==> config.mk <==
export PLATFORM = sky130hd
export DESIGN_NAME = sd_cmd_engine
export DESIGN_NICKNAME = d
export VERILOG_FILES = /design/src/rtl/sd_cmd_engine.sv
export SDC_FILE = /design/constraint.sdc
export NUM_CORES = 1
export LEC_CHECK = 0
export CAP_MARGIN = 20
export CORE_UTILIZATION = 56
export CTS_BUF_LIST = sky130_fd_sc_hd__clkbuf_16
export CTS_CLUSTER_SIZE = 25
export DETAILED_ROUTE_END_ITERATION = 8
export GPL_ROUTABILITY_DRIVEN = 0
export PLACE_DENSITY = 0.83
export SLEW_MARGIN = 20
export SYNTH_ARGS = -nofsm -noshare
export SYNTH_HDL_FRONTEND = slang
export SYNTH_SLANG_ARGS = --single-unit
==> constraint.sdc <==
create_clock -name iClock_host -period 6.15 [get_ports iClock_host]
set_input_delay 1.845 -clock iClock_host [delete_from_list [all_inputs] [get_ports iClock_host]]
set_output_delay 1.845 -clock iClock_host [all_outputs]
set_load 0.03 [all_outputs]
==> src/rtl/sd_cmd_engine.sv <==
// SD-bus CMD-line engine: serialises a 48-bit command with CRC7, then optionally
// receives and checks a 48-bit or 136-bit response. Line timing comes from iSD_tick.
module sd_cmd_engine #(
  parameter int TIMEOUT_WIDTH = 8,
  parameter int TIMEOUT_TICKS = 64
) (
  input  logic         iClock_host,
  input  logic         iReset,
  input  logic         iSD_tick,
  input  logic         iNew_command,
  input  logic [31:0]  iCmd_argument,
  input  logic [5:0]   iCmd_index,
  input  logic [1:0]   iResp_type,
  input  logic         iTimeout_enable,
  input  logic         iSerial_from_card,
  output logic         oSerial_to_card,
  output logic         oCmd_oe,
  output logic         oBusy,
  output logic         oCommand_complete,
  output logic         oCommand_index_error,
  output logic         oCrc_error,
  output logic         oTimeout_error,
  output logic [135:0] oResponse
);

  localparam logic [2:0] ST_IDLE    = 3'd0;
  localparam logic [2:0] ST_SEND    = 3'd1;
  localparam logic [2:0] ST_WAIT    = 3'd2;
  localparam logic [2:0] ST_RECEIVE = 3'd3;
  localparam logic [2:0] ST_DONE    = 3'd4;

  localparam logic [1:0] RESP_NONE    = 2'b00;
  localparam logic [1:0] RESP_SHORT   = 2'b01;
  localparam logic [1:0] RESP_LONG    = 2'b10;
  localparam logic [1:0] RESP_NOCHECK = 2'b11;

  localparam logic [TIMEOUT_WIDTH-1:0] TIMEOUT_LIMIT = TIMEOUT_WIDTH'(TIMEOUT_TICKS);

  logic [2:0]               state;
  logic [39:0]              header;
  logic [6:0]               crc;
  logic [5:0]               tx_count;
  logic [7:0]               rx_count;
  logic [TIMEOUT_WIDTH-1:0] wait_count;
  logic [5:0]               cmd_index;
  logic [1:0]               resp_type;
  logic                     timeout_en;

  // One step of the serial CRC7 (x^7 + x^3 + 1), MSB first.
  function automatic logic [6:0] crc7_step(input logic [6:0] c, input logic b);
    logic fb;
    fb = b ^ c[6];
    return {c[5:0], 1'b0} ^ (fb ? 7'h09 : 7'h00);
  endfunction

  logic [135:0]             resp_shift;
  logic [6:0]               crc_tx_next;
  logic [6:0]               crc_rx_next;
  logic [TIMEOUT_WIDTH-1:0] wait_next;
  logic                     rx_last;
  logic                     rx_in_crc;
  logic                     rx_check;
  logic                     rx_index_bad;

  assign resp_shift  = {oResponse[134:0], iSerial_from_card};
  assign crc_tx_next = crc7_step(crc, header[39]);
  assign crc_rx_next = crc7_step(crc, iSerial_from_card);
  assign wait_next   = wait_count + TIMEOUT_WIDTH'(1);
  assign rx_last     = rx_count == ((resp_type == RESP_LONG) ? 8'd135 : 8'd47);
  // Long responses exclude the 8-bit start/reserved prefix from the CRC.
  assign rx_in_crc   = (resp_type == RESP_LONG) ? (rx_count >= 8'd8 && rx_count < 8'd128)
                                                : (rx_count < 8'd40);
  assign rx_check    = resp_type != RESP_NOCHECK;
  assign rx_index_bad = (resp_type == RESP_SHORT) ? (resp_shift[45:40] != cmd_index)
                                                  : (resp_shift[133:128] != 6'h3F);

  assign oCommand_complete = state == ST_DONE;

  // NOTE: all state is updated with non-blocking assignments so every register
  // samples the pre-edge values, independent of statement order.
  always_ff @(posedge iClock_host) begin
    if (iReset) begin
      state                <= ST_IDLE;
      header               <= '0;
      crc                  <= '0;
      tx_count             <= '0;
      rx_count             <= '0;
      wait_count           <= '0;
      cmd_index            <= '0;
      resp_type            <= RESP_NONE;
      timeout_en           <= 1'b0;
      oSerial_to_card      <= 1'b1;
      oCmd_oe              <= 1'b0;
      oBusy                <= 1'b0;
      oCommand_index_error <= 1'b0;
      oCrc_error           <= 1'b0;
      oTimeout_error       <= 1'b0;
      oResponse            <= '0;
    end else begin
      case (state)
        ST_IDLE: begin
          if (iNew_command) begin
            header               <= {2'b01, iCmd_index, iCmd_argument};
            cmd_index            <= iCmd_index;
            resp_type            <= iResp_type;
            timeout_en           <= iTimeout_enable;
            crc                  <= '0;
            tx_count             <= '0;
            oCommand_index_error <= 1'b0;
            oCrc_error           <= 1'b0;
            oTimeout_error       <= 1'b0;
            oResponse            <= '0;
            oBusy                <= 1'b1;
            state                <= ST_SEND;
          end
        end

        ST_SEND: begin
          if (iSD_tick) begin
            if (tx_count == 6'd48) begin
              // End bit has been held for a full period; release the line.
              oCmd_oe         <= 1'b0;
              oSerial_to_card <= 1'b1;
              crc             <= '0;
              rx_count        <= '0;
              wait_count      <= '0;
              state           <= (resp_type == RESP_NONE) ? ST_DONE : ST_WAIT;
            end else begin
              oCmd_oe  <= 1'b1;
              tx_count <= tx_count + 6'd1;
              if (tx_count < 6'd40) begin
                oSerial_to_card <= header[39];
                header          <= {header[38:0], 1'b0};
                crc             <= crc_tx_next;
              end else if (tx_count < 6'd47) begin
                oSerial_to_card <= crc[6];
                crc             <= {crc[5:0], 1'b0};
              end else begin
                oSerial_to_card <= 1'b1;
              end
            end
          end
        end

        ST_WAIT: begin
          if (iSD_tick) begin
            if (!iSerial_from_card) begin
              // Start bit is frame bit 0; it wins over a same-tick timeout.
              oResponse <= resp_shift;
              rx_count  <= 8'd1;
              if (rx_in_crc) crc <= crc_rx_next;
              state     <= ST_RECEIVE;
            end else begin
              wait_count <= wait_next;
              if (timeout_en && wait_next == TIMEOUT_LIMIT) begin
                oTimeout_error <= 1'b1;
                state          <= ST_DONE;
              end
            end
          end
        end

        ST_RECEIVE: begin
          if (iSD_tick) begin
            oResponse <= resp_shift;
            rx_count  <= rx_count + 8'd1;
            if (rx_in_crc) crc <= crc_rx_next;
            if (rx_last) begin
              oCommand_index_error <= rx_check && rx_index_bad;
              oCrc_error           <= !iSerial_from_card ||
                                      (rx_check && crc != resp_shift[7:1]);
              state                <= ST_DONE;
            end
          end
        end

        ST_DONE: begin
          oBusy <= 1'b0;
          state <= ST_IDLE;
        end

        default: state <= ST_IDLE;
      endcase
    end
  end

endmodule
* Yosys cells after proc, flatten, opt, wreduce, memory -nomap -nowiden *
Cells that the tools add are included.

word-level totals
  flip-flop bits (word level) = 223
  logic and storage cells = 147

cells by class
  magnitude comparators = 5
  multiplexer cells = 65
  eq/ne operators = 26
  bitwise operators = 4
  $add $sub $neg = 3
  reduce and logical (&&, ||, !) cells = 28

operators by type and width
  operator                                                               number
  136-bit two-way mux                                                    4
  136-bit one-hot mux with 3 select lines                                1
  40-bit two-way mux                                                     4
  40-bit one-hot mux with 2 select lines                                 1
  8-bit two-way mux                                                      8
  7-bit two-way mux                                                      9
  7-bit one-hot mux with 4 select lines                                  1
  3-bit two-way mux                                                      9
  2-bit inequality test, second input constant                           12
  8-bit one-hot mux with 3 select lines                                  1
  5-bit AND reduction                                                    4
  6-bit two-way mux                                                      3
  8-bit by 1-bit adder with 8-bit output, second input constant          2
  8-bit one-hot mux with 2 select lines                                  1
  1-bit two-way mux                                                      15
  7-bit AND reduction                                                    2
  7-bit by 4-bit XOR with 7-bit output                                   2
  6-bit less-than comparator, second input constant                      2
  3-bit one-hot mux with 4 select lines                                  1
  6-bit one-hot mux with 2 select lines                                  1
  2-bit nonzero test                                                     5
  8-bit by 7-bit equality test with 1-bit output, second input constant  1
  8-bit equality test                                                    1
  8-bit by 4-bit >= comparator with 1-bit output, second input constant  1
  other kinds (27)                                                       40

* Longest topological paths before layout *
Gate-level depths: netlist of run 1.

  word-level depth = 7
  depth in mapped cells = 9
  mapped depth without buffers = 7

* Least setup slack after synthesis of run 1 *
OpenSTA, ideal clock, no wires.

  kind = input -> register
  start point = input port iSerial_from_card
  end point = register crc[0]
  data required time = 6.014 ns
  setup time = 0.136 ns
  stages on the path = 6
  path slack = 2.851 ns
  arrival time = 3.163 ns
  buffers on the path = 2
  cells stage by stage = buf_2 -> and4bb_2 -> or4_1 -> buf_4 -> nor3_1 -> nor3_2

between the ends
  longest elaborated chain between the ends = 7
  elaborated cells on any way between the ends = 10
  classes of those cells = eq/ne (1); mux (6); bitwise (2); reduce/logical (1)

ends and longest elaborated chain
  item                                   line      RTL
  start: declaration                     15        input logic iSerial_from_card,
  1-bit XOR                              52        fb = b ^ c[6];
  4-bit two-way mux                      53        return {c[5:0], 1'b0} ^ (fb ? 7'h09 : 7'h00);
  7-bit by 4-bit XOR with 7-bit output   53
  7-bit two-way mux                      151, 167
  7-bit two-way mux                      147       if (!iSerial_from_card) begin
  7-bit two-way mux                      146       if (iSD_tick) begin
  7-bit one-hot mux with 4 select lines  100       case (state)
  end signal: assignment                 137       crc <= {crc[5:0], 1'b0};
  end signal: assignment                 151       if (rx_in_crc) crc <= crc_rx_next;
  end signal: assignment                 167       if (rx_in_crc) crc <= crc_rx_next;
  end: declaration                       41        logic [6:0] crc;

Parallel ways exist; a longest one is shown, timed or not. The select of a mux whose other input is x is not followed.
A chain may end at the register's enable or synchronous reset.

* Worst setup path after layout of run 1 *
  start point = register state[2]
  end point = output port oCommand_complete

between the ends
  longest elaborated chain between the ends = 1

ends and longest elaborated chain
  item                      line  RTL
  start: declaration        39    logic [2:0] state;
  start signal: assignment  127   state <= (resp_type == RESP_NONE) ? ST_DONE : ST_WAIT;
  3-bit equality test       77    assign oCommand_complete = state == ST_DONE;
  end: declaration          19    output logic oCommand_complete,

Every way passes these cells.

==> out/metrics.yaml, run 1 <==
pwr:
  p_int_mw: 2.39
  seqPwrFrac_pct: 46.1
  power_frac_comb_pct: 18.2
  sw_frac_of_total_pct: 30.1
  max-vdd-ir-drop_mv: 0.223
  p_clk_share_pct: 35.7
  leakage_nw: 4.01
  p_sw_mw: 1.03
  powerDensity_nw_per_um2: 282
worst_setup_path:
  cp-end-kind: "output port"
  cp_num_buf_inv: 2
  crit_type: "reg -> out"
  cp.required_ns: 4.30
  worstPathArrival_ns: 2.37
  cp_slowest_cell: "dfxtp_1"
  crit_family: "flip-flops"
  cp-startpoint: "state[2]"
  cp_max_fo: 23
  max_stage_delay_ns: 0.94
  timing.rr.start: "state[1]"
  path_cells: "nand2_1 -> inv_1 -> clkdlybuf4s50_1"
  start_kind: "register"
sta:
  totalNegativeSetupSlack_ns: 0
  period_minus_slack_ns: 4.22
  relSlewSlack_pct: 31.3
  worstMarginPinSlew_ns: 1.03
  finalMaxSlewViolations: 0
  fmax_mhz: 237
  rsz0062_at_grt: "no"
  report.final.hold_viol_count: 0
  setup_viol: 0
  fin_skew_ns: 0.0200
  finalCritPeriodShare_pct: 68.6
drt:
  drt_first_pass_iters: 6
  routed_wl_um: 23600
  ant_nets: 0
  vias_per_cell: 5.77
  drt_iter0_drc: 574
  drc: 0
  num_vias: 8834
  wl_per_cell_um: 15.4
synth:
  synth_top_area_share_pct: 46.1
  netlist_area_um2: 9680
  async_flop_share_pct: 0
  synthTopCellsByCount: "248 x nand2_1, 223 x dfxtp_1, 175 x a21oi_1"
  synth.most_common_cell: "nand2_1"
  synth.avg_cell_area_um2: 8.25
  ys_ff_latch: 223
  synthFlopType: "dfxtp_1"
  seq_area_frac_synth_pct: 46.1
  yosysUniqueCellTypes: 73
  synth.area.top_cells: "dfxtp_1 46%, nand2_1 9.6%, a21oi_1 9.0%, nand3_1 7.5%, a311oi_2 5.7%"
  synth_top_cell_by_area: "dfxtp_1"
  syn-num-nets: 1226
  synthCells: 1174
  synth_edf_count: 0
  ys_warn_count: 0
global_routing:
  grt_max_degree: 85
  grt.overflow.total: 0
  grtUsageTotal_pct: 25.9
  antenna_found_initial: 0
  grt_pass1_vias: 7917
  grt_pass1_wl_um: 38700
clock_tree:
  cts_resized: 0
  clock_sinks: 223
  htree_levels: 1
  cts_buffer_depth: 3
  ctsHoldBuffers: 0
  cts_tree: "yes"
  cts_inserted_buffers: 23
  cts_root_buf: "clkbuf_16"
  insertion_delay_ns: 0.51
  post_cts_buffers: 0
  path_clk_slew_ns: 0.06
floorplanning:
  dieArea_um2: 17800
  ios: 189
  initial_core_util_pct: 57.8
  row_count: 47
  core_um2: 16800
  dieHeight_um: 133
  die_w_um: 133
placed_design:
  port_buffers: 188
  hpwlAfterDp_um: 15000
  post-place-cells: 1492
hold_path:
  hold_class: "reg -> reg"
  min_from: "oResponse[135]"
status:
  status: "complete, no violations"
cells_and_area:
  drive_gt1_share_pct: 7.47
  diodes: 0
  nets: 1349
  final_cells: 1532
  area_delta_synth_final_pct: 25.2
run:
  cap_violations: 0
==> registers in the layout, summed over array words and instances (netlist names), 2 cells and up <==
| register | cells |
|---|---|
| wait_count | 8 |
| resp_type | 2 |
| cmd_index | 6 |
| tx_count | 6 |
| rx_count | 8 |
| header | 40 |
| state | 3 |
| oResponse | 136 |
| crc | 7 |
==> through the flow <==
| stage | area [um^2] | util [%] | setup slack [ns] | hold WS, ns | total power [mW] |
|---|---|---|---|---|---|
| final | 12100 | 72.3 | 1.93 | 0.464 | 3.42 |
| after global routing | 12100 | 72.3 | 1.80 | 0.479 | 3.57 |
| after CTS | 12100 | 72.3 | 1.94 | 0.467 | 3.44 |
| after detailed placement | 11500 | 68.5 | 1.56 | 0.457 | 2.23 |
| after global placement | 11500 | 68.5 | 1.72 | 0.440 | 2.22 |
| after floorplan | 9680 | - | 2.85 | 0.437 | 2.11 |
==> worst reg2reg max path, cell delays in order, from the launching register on <==
cell and delay (ns):
dfxtp_1 0.84, inv_1 0.32, nor2_4 0.86, buf_4 0.60
o21a_1 0.40, o21ai_1 0.12, a21oi_1 0.15
==> final cells by class <==
cell class                 count  area (um^2)
clock inverter                17         72.6
clock buffer                  23          576
multi-input combinational    839         4710
fill                        1303         4640
tap                          220          275
inverter                      10         37.5
timing repair buffer         200         1990
sequential                   223         4460
==> worst paths after layout <==
| path | endpoint | slack, ns | cells after the start |
|---|---|---|---|
| worst min register to register | oResponse[135] | 0.46 | 2 |
| worst max register to register | crc[1] | 2.81 | 6 |
| worst max-delay path | oCommand_complete | 1.93 | 3 |
| worst min-delay path | oResponse[135] | 0.46 | 2 |
==> power groups by stage <==
stage	sequential, mW	combinational (mW)	clock, mW
finish	1.58	0.624	1.22
global route	1.59	0.687	1.30
CTS	1.58	0.623	1.24
detailed placement	1.61	0.621	0
global placement	1.61	0.609	0
floorplan	1.59	0.521	0
==> cells in the final DEF (no fill, tap or decap), types with 2 or more instances in the layout <==
cell type	count
a41oi_1	3
o311ai_0	2
a21oi_1	175
a22oi_1	3
and3_1	7
clkdlybuf4s50_1	187
nand4_1	7
a311oi_2	37
nand3b_1	4
xnor2_1	10
nand2b_1	5
nor3_1	13
nor2_1	67
or3_1	3
a211oi_1	3
nand2_1	248
ha_1	6
o211ai_1	4
clkinv_2	3
clkbuf_16	23
o21a_1	6
o21ai_1	7
or4_1	2
buf_4	11
dfxtp_1	223
o21ai_0	15
clkinv_1	6
a311oi_1	3
nor3b_1	2
nand3_1	145
a31oi_1	4
o2111ai_1	3
nor2b_1	2
xor2_1	12
inv_1	17
a31o_2	2
==> metal layers <==
metal,up-vias,track usage [%],wire [um]
li1,4343,-,-
met1,4139,34.2,10300
met2,303,41.8,11100
met3,49,5.94,1670
met4,0,8.21,592
met5,-,0,0
==> logic make-up (layout without fill, tap and decap cells) <==
family,Yosys count,count (layout),share of synthesized area (%)
flops,223,223,46.1
buf+inv,112,250,5.56
simple gates,524,524,24.7
fa+ha+maj,6,6,0.775
xor+xnor,22,22,1.99
mux,1,1,0.103
compound gates,286,286,20.8
No activity file was read; power rests on OpenSTA's default activity.
==> run 2: changes to the inputs <==
--- a/config.mk
+++ b/config.mk
@@ -6,12 +6,12 @@
 export NUM_CORES = 1
 export LEC_CHECK = 0
 export CAP_MARGIN = 20
-export CORE_UTILIZATION = 56
+export CORE_UTILIZATION = 47
 export CTS_BUF_LIST = sky130_fd_sc_hd__clkbuf_16
 export CTS_CLUSTER_SIZE = 25
 export DETAILED_ROUTE_END_ITERATION = 8
 export GPL_ROUTABILITY_DRIVEN = 0
-export PLACE_DENSITY = 0.83
+export PLACE_DENSITY = 0.74
 export SLEW_MARGIN = 20
 export SYNTH_ARGS = -nofsm -noshare
 export SYNTH_HDL_FRONTEND = slang
==> constraint.sdc (replaced) <==
create_clock -name iClock_host -period 3.75 [get_ports iClock_host]
set_input_delay 1.125 -clock iClock_host [delete_from_list [all_inputs] [get_ports iClock_host]]
set_output_delay 1.125 -clock iClock_host [all_outputs]
set_load 0.03 [all_outputs]
==> run 2 against run 1 <==
  * Cell area grew 2.3%
  * Register-to-register slack got worse by 1.6 ns
  * Largest cell class unchanged
  * First-iteration DRC count down 2.6%
  * Worst setup slack lost 1.6 ns
  * Final cell count increased by 3.9%
  * Non-clock buffer count rose by 7
  * Total power grew 73%
  * Flip-flop and latch count stayed put
  * Utilization down 11 points
  * Sequential share of layout area shrank 0.84 points
  * Sequential power is 63% higher
==> out/metrics.yaml, run 2 (same netlist as run 1, synthesis figures left out) <==
cells_and_area:
  reg_top3: "oResponse: 136 flops, header: 40 flops"
  largest_reg_flops: 136  # unchanged
  area_delta_synth_final_pct: 28.1
  final_common_cell: "nand2_1"
  diodes: 0  # unchanged
  drive_gt1_share_pct: 8.32  # +0.85 points
  nets: 1357  # +0.59%
  top_register: "oResponse"
  final_cell_mix: "248 x nand2_1, 223 x dfxtp_1, 187 x clkdlybuf4s50_1"
clock_tree:
  post_cts_buffers: 0  # unchanged
  htree_levels: 1  # unchanged
  cts_root_buf: "clkbuf_16"
  cts_resized: 0  # unchanged
  path_clk_slew_ns: 0.06  # about the same
  cts_buffer_depth: 3  # unchanged
  clock_sinks: 223  # unchanged
  cts_tree: "yes"
  cts_inserted_buffers: 24  # +4.3%
  insertion_delay_ns: 0.50  # about the same
  ctsHoldBuffers: 0  # unchanged
hold_path:
  min_path_cells: 2  # unchanged
  min_to: "oResponse[135]"
  hold_class: "reg -> reg"
  min_from: "oResponse[135]"
floorplanning:
  dieArea_um2: 21200  # +19%
  core_um2: 20200  # +21%
  row_count: 52  # +11%
  dieHeight_um: 146  # +9.0%
  initial_core_util_pct: 47.9  # -9.9 points
  die_w_um: 146  # +9.0%
  ios: 189  # unchanged
global_routing:
  antenna_found_initial: 0  # unchanged
  grt_pass1_wl_um: 40100  # +3.6%
  grtUsageTotal_pct: 22.4  # -3.5 points
  grt_pass1_vias: 7940  # +0.29%
  grt.overflow.total: 0  # unchanged
  grt_max_degree: 127  # +49%
sta:
  report.final.hold_viol_count: 0  # unchanged
  fmax_mhz: 297
  relSlewSlack_pct: 51.5  # +20 points
  fin_skew_ns: 0.0107  # -0.00937 ns
  period_minus_slack_ns: 3.37
  hold_ws_ns: 0.461  # -0.00320 ns
  setup_viol: 0  # unchanged
  totalNegativeSetupSlack_ns: 0  # unchanged
  rsz0062_at_grt: "no"
  finalMaxSlewViolations: 0  # unchanged
  finalCritPeriodShare_pct: 89.8
  worstMarginPinSlew_ns: 0.721  # -0.308 ns
worst_setup_path:
  reg2reg_slack_ns: 1.24  # -1.57 ns
  cp_num_buf_inv: 2  # unchanged
  crit_family: "flip-flops"
  start_kind: "register"
  timing.rr.end: "header[0]"
  cp.required_ns: 2.62  # -1.68 ns
  max_stage_delay_ns: 0.78  # -0.16 ns
  timing.rr.start: "state[0]"
  path_cells: "nor2_1 -> nand2_1 -> inv_1 -> clkdlybuf4s50_1"
  crit_type: "reg -> out"
  cp_slowest_cell: "dfxtp_1"
  worstPathArrival_ns: 2.24  # -0.13 ns
  r2r_cells: 6  # unchanged
  cp-end-kind: "output port"
  cp_max_fo: 20  # -13%
drt:
  routed_wl_um: 24100  # +2.0%
  num_vias: 8792  # -0.48%
  drt_iter0_drc: 559  # -2.6%
  drc: 0  # unchanged
  wl_per_cell_um: 15.2  # -1.8%
  ant_nets: 0  # unchanged
  drt_first_pass_iters: 5  # -1
  vias_per_cell: 5.52  # -4.2%
placed_design:
  port_buffers: 188  # unchanged
  hpwlAfterDp_um: 15300  # +2.2%
run:
  cap_violations: 0  # unchanged
status:
  status: "complete, no violations"
pwr:
  powerDensity_nw_per_um2: 478  # +69%
  leakage_nw: 4.11  # +2.7%
  max-vdd-ir-drop_mv: 0.356  # +60%
  power_mw: 5.93  # +73%
run 2: worst max-delay path by stage:
| stage | start | depth (start not counted) | slack [ns] | endpoint |
|---|---|---|---|---|
| floorplan | iSerial_from_card | 6 | 1.17 | crc[0] |
| global placement | iSD_tick | 7 | 0.53 | header[14] |
| detailed placement | iSD_tick | 7 | 0.44 | header[1] |
| CTS | state[0] | 4 | 0.40 | oCommand_complete |
| global route | state[0] | 4 | 0.25 | oCommand_complete |
| finish | state[0] | 4 | 0.38 | oCommand_complete |
run 2: final cells by class:
type / instances / area (um^2)
inverters: 10 / 37.5
fillers: 1766 / 7830
well taps: 270 / 338
clock buffers: 25 / 626
flip-flops and latches: 223 / 4460
multi-input cells: 839 / 4710
repair buffers: 207 / 2100
clock inverters: 18 / 129
run 2: routing by layer:
metal	up-vias	track usage (%)	wire length, um
met4	0	5.32	403
li1	4377	-	-
met2	254	35.3	11300
met5	-	0	0
met1	4134	31.2	10900
met3	27	4.76	1610
run 2: through the flow:
stage	instance area [um^2]	instances	utilization, %	worst slack (ns)
finish	12400	1592	61.3	0.383
global route	12400	1592	61.3	0.253
CTS	12400	1592	61.3	0.398
detailed placement	11600	1549	57.6	0.435
global placement	11600	1549	57.6	0.525
floorplan	9680	1174	-	1.17
run 2: report_power, final:
part,switching [mW],total (mW),internal [mW]
Sequential,0.0832,2.58,2.49
Clock,0.933,2.27,1.34
Combinational,0.717,1.08,0.364
run 2: worst register-to-register path: cells and delay by family (launching register included):
family                 cells  cell delay (ns)
AND/OR/NAND/NOR            2             0.81
AO/OA/AOI/OAI              2             0.28
buffers and inverters      2             0.58
flip-flops                 1             0.78
